**src/rtl/rr_packet_arbiter.sv**
```systemverilog
// rtl/rr_packet_arbiter.sv - round-robin packet arbiter with flit-count, tail and watchdog release
//
// Grants one of NPORTS requesters and holds the grant for a whole packet.
// Ports:
//   clk, rst        clock and synchronous active-high reset
//   req             per-port request
//   flit_id         per-port flit type, port i at [3i+2:3i]
//   length          per-port packet length in flits, port i at [LEN_W*i +: LEN_W]
//   fire            one flit of the granted port moves this cycle
//   grant           registered one-hot grant
//   grant_idx       binary index of the granted port, 0 when idle
//   idle            high when no port is granted
//   timeout         one-cycle pulse on the cycle the watchdog forces a release
module rr_packet_arbiter #(
  parameter int          NPORTS   = 5,
  parameter int          LEN_W    = 12,
  parameter int          MAX_HOLD = 4095,
  parameter logic [2:0]  HEADER   = 3'b001,
  parameter logic [2:0]  TAIL     = 3'b100
) (
  input  logic                        clk,
  input  logic                        rst,
  input  logic [NPORTS-1:0]           req,
  input  logic [3*NPORTS-1:0]         flit_id,
  input  logic [LEN_W*NPORTS-1:0]     length,
  input  logic                        fire,
  output logic [NPORTS-1:0]           grant,
  output logic [$clog2(NPORTS)-1:0]   grant_idx,
  output logic                        idle,
  output logic                        timeout
);

  localparam int IW = $clog2(NPORTS);
  localparam int HW = (MAX_HOLD > 0) ? $clog2(MAX_HOLD + 1) : 1;
  localparam logic [HW-1:0]     HOLD_LIMIT = HW'(MAX_HOLD);
  localparam logic [NPORTS-1:0] ONE_PORT   = NPORTS'(1);

  typedef enum logic {S_IDLE, S_LOCK} state_t;

  state_t            state;
  logic [IW-1:0]     ptr;
  logic [LEN_W-1:0]  cnt;
  logic [HW-1:0]     hold;

  logic              win_found;
  logic [IW-1:0]     win_idx;
  logic [2:0]        win_fid;
  logic [LEN_W-1:0]  win_len;
  logic [LEN_W-1:0]  load_val;
  logic [2:0]        cur_fid;
  logic              cur_req;
  logic              one_hot;
  logic              bad_state;
  logic              wd_hit;
  logic              release_now;

  // Search downward so the smallest offset from ptr+1 is the last (winning) write.
  // On a release ptr still names the releasing port, so it naturally comes last.
  always_comb begin
    int p;
    p         = 0;
    win_found = 1'b0;
    win_idx   = '0;
    for (int k = NPORTS; k >= 1; k--) begin
      p = (int'(ptr) + k) % NPORTS;
      if (req[IW'(p)]) begin
        win_found = 1'b1;
        win_idx   = IW'(p);
      end
    end
  end

  assign win_fid = flit_id[3*int'(win_idx) +: 3];
  assign win_len = length[LEN_W*int'(win_idx) +: LEN_W];

  // Non-header start means the packet ends only on a tail flit (or req drop / watchdog).
  assign load_val = (win_fid != HEADER) ? '1 :
                    (win_len == '0)     ? LEN_W'(1) : win_len;

  assign cur_fid = flit_id[3*int'(grant_idx) +: 3];
  assign cur_req = req[grant_idx];

  assign one_hot   = (grant != '0) && ((grant & (grant - ONE_PORT)) == '0);
  assign bad_state = (state == S_LOCK) ? !one_hot : (grant != '0);

  assign wd_hit      = (MAX_HOLD != 0) && (hold == HOLD_LIMIT);
  assign release_now = (state == S_LOCK) &&
                       (!cur_req || wd_hit ||
                        (fire && ((cur_fid == TAIL) || (cnt == LEN_W'(1)))));

  always_ff @(posedge clk) begin
    if (rst) begin
      state     <= S_IDLE;
      grant     <= '0;
      grant_idx <= '0;
      idle      <= 1'b1;
      timeout   <= 1'b0;
      ptr       <= IW'(NPORTS - 1);
      cnt       <= '0;
      hold      <= '0;
    end else begin
      timeout <= 1'b0;
      if (bad_state) begin
        state     <= S_IDLE;
        grant     <= '0;
        grant_idx <= '0;
        idle      <= 1'b1;
      end else if ((state == S_IDLE) || release_now) begin
        if (win_found) begin
          state     <= S_LOCK;
          grant     <= ONE_PORT << win_idx;
          grant_idx <= win_idx;
          idle      <= 1'b0;
          ptr       <= win_idx;
          cnt       <= load_val;
          hold      <= HW'(1);
          timeout   <= (MAX_HOLD == 1);
        end else begin
          state     <= S_IDLE;
          grant     <= '0;
          grant_idx <= '0;
          idle      <= 1'b1;
        end
      end else begin
        if (fire) cnt <= cnt - LEN_W'(1);
        hold    <= hold + HW'(1);
        // Registered so the pulse lines up with the LOCK cycle that hits the limit.
        timeout <= (MAX_HOLD != 0) && ((hold + HW'(1)) == HOLD_LIMIT);
      end
    end
  end

endmodule
```
**config.mk**
```make
export PLATFORM = sky130hd
export DESIGN_NAME = rr_packet_arbiter
export DESIGN_NICKNAME = d
export VERILOG_FILES = /design/src/rtl/rr_packet_arbiter.sv
export SDC_FILE = /design/constraint.sdc
export NUM_CORES = 1
export LEC_CHECK = 0
export ABC_AREA = 1
export BUFFER_PORTS_ARGS = -buffer_cell sky130_fd_sc_hd__buf_2
export CAP_MARGIN = 10
export CORE_MARGIN = 2
export CORE_UTILIZATION = 51
export DETAILED_ROUTE_END_ITERATION = 16
export PLACE_DENSITY = 0.82
export REMOVE_ABC_BUFFERS = 1
export SKIP_CTS_REPAIR_TIMING = 1
export SYNTH_ARGS = -nofsm -noshare
export SYNTH_HDL_FRONTEND = slang
export SYNTH_SLANG_ARGS = --single-unit
```
**constraint.sdc**
```tcl
create_clock -name clk -period 4.8 [get_ports clk]
set_clock_uncertainty 0.2 [all_clocks]
set_input_delay 0.96 -clock clk [delete_from_list [all_inputs] [get_ports clk]]
set_output_delay 0.96 -clock clk [all_outputs]
set_load 0.01 [all_outputs]
```
==> flow_summary.ini <==
[synth]
post_synth_num_cell_types = 48
synth-edff-count = 0
synth.area.top_cells = nand2_1 (23%), dfxtp_1 (17%), nand3_1 (9.0%)
yosys_warnings = 0
ys_seq_area_frac = 0.173
ys.flop_type = dfxtp_1
synth_area_per_cell_sq_um = 5.78
postSynthCellCount = 761
synth.most_common_cell = nand2_1
yosys.area.top_type_share = 0.232
synth_commonest_cells = nand2_1 (272), inv_1 (84), nand3_1 (79)
yosysTopAreaCell = nand2_1
ys_async_sr_fraction = 0
syn_area_sq_um = 4400
ys_ff_latch = 38

[die]
die_h_um = 96.9
io_pins = 93
core-area_sq_um = 8300
rows = 33
start_util = 0.530
die_area_sq_um = 9380
die_w_um = 96.9

[worst_setup_path]
crit_required_ns = 4.82
start_kind = flop
end_kind = flop
crit_top_cell = nand2_1
path_max_fanout = 11
cp_data_arrival_time_ns = 4.54
slowest_stage = dfxtp_4
critPathMaxStageDelay_ns = 0.38
crit_type = flop to flop
critical_path_buf_inv_count = 6
cp_top_family = simple AND/OR/NAND/NOR gates

[sta]
finalCriticalPeriod_ns = 4.52
worstMarginPinSlew_ns = 0.470
drv_slew = 0
hold_viol = 0
setup_viol = 0
relSlewSlack = 0.682
fin_crit_sh = 0.942
fmax_mhz = 221
grt_setup_unrepaired = yes
fin_tns_setup_ns = 0

[clock_tree]
cts_tree = built
clk_pin_slew_ns = 0.08
root_buffer = clkbuf_8
cts_buffer_depth = 2
cts.htree.levels = 2
cts_num_sinks = 38
clock_latency_ns = 0.30
cts_buffers = 5

[routing]
wl_met2_um = 6440
wl_um = 13100
ant_nets = 0
wl_met1_um = 5440
wl_met3_um = 909
vias = 5295
post-route-drc-count = 0
drt_first_iter_violations = 300
avgRoutedWirePerCell_um = 13.6
drt-pass1-iter-count = 5
avgViaCountPerCell = 5.50
top_layer_used = met4

[worst_hold_path]
hp-class = flop to flop

[placement]
gp_congestion = 0.962
numPortBuffers = 92
dp_hpwl_um = 9800

[global_routing]
grt_overflow = 0
grt_pass1_wl_um = 20800
grt_pass1_vias = 4738
grt_max_degree = 24
track_usage = 0.257
grt_antenna_before_repair = 0

[flow_run]
drv_cap = 0

[layout]
area_growth_pct = 20.6
finalNetCount = 970
postLayoutCoreUtil = 0.639
drive_above_1_share = 0.218
diodes = 0

[outcome]
status = complete, no violations
## worst min-delay path, stage by stage, from the launching register on
cell and delay (ns):
dfxtp_1 0.31, nand2_1 0.06, nand2_1 0.05
## logic make-up after synthesis
family          after synthesis  share of synthesized area
compound gates               97                      0.133
xor+xnor                     20                     0.0432
fa+ha+maj                    30                     0.0853
buf+inv                     117                      0.107
flops                        38                      0.173
mux                           3                    0.00683
simple gates                456                      0.451
## cells in the final DEF (no fill, tap or decap), drive strengths merged, types with 10 or more instances in the layout
master / n
ha: 30
inv: 90
nand4: 10
a21oi: 36
xor2: 12
nand2: 286
nor2: 54
nand3: 81
o21ai: 33
dfxtp: 38
buf: 109
## flip-flops by register name, indices dropped and copies added (netlist names)
signal,count
grant_idx,3
grant,5
cnt,12
hold,12
state,1
ptr,3
idle,1
timeout,1
## metal layers
layer | vias to the layer above | track usage
met5 | - | 0
met4 | 0 | 0.0683
met3 | 31 | 0.0340
met2 | 219 | 0.457
met1 | 2407 | 0.326
li1 | 2638 | -
## path summary, 6_finish.rpt
kind | startpoint | endpoint | slack, ns | cells past startpoint
max | ptr[0] | cnt[1] | 0.28 | 33
min reg2reg | idle | idle | 0.26 | 2
min | idle | idle | 0.26 | 2
max reg2reg | ptr[0] | cnt[1] | 0.28 | 33
## area by class of cell
class | instances | area, sq um
clock buffer | 5 | 68.8
clock inverter | 2 | 10.0
fill | 783 | 2990
timing repair buffer | 111 | 671
timing repair inverter | 1 | 7.51
sequential | 38 | 769
tap | 105 | 131
inverter | 94 | 362
multi-input combinational | 606 | 3290
## per-stage QoR
| stage | worst slack, ns | cell area (sq um) | hold slack, ns | instances |
|---|---|---|---|---|
| final | 0.277 | 5310 | 0.259 | 962 |
| after global routing | -0.0642 | 5310 | 0.292 | 962 |
| after CTS | -0.0440 | 5030 | 0.263 | 953 |
| after detailed placement | 0.00820 | 4950 | 0.244 | 946 |
| after global placement | 0.134 | 4950 | 0.247 | 946 |
| after floorplan | -0.115 | 4280 | 0.235 | 738 |
Power is not shown: default switching activity piles up to over one toggle a cycle in this logic, so the estimate is an artifact.
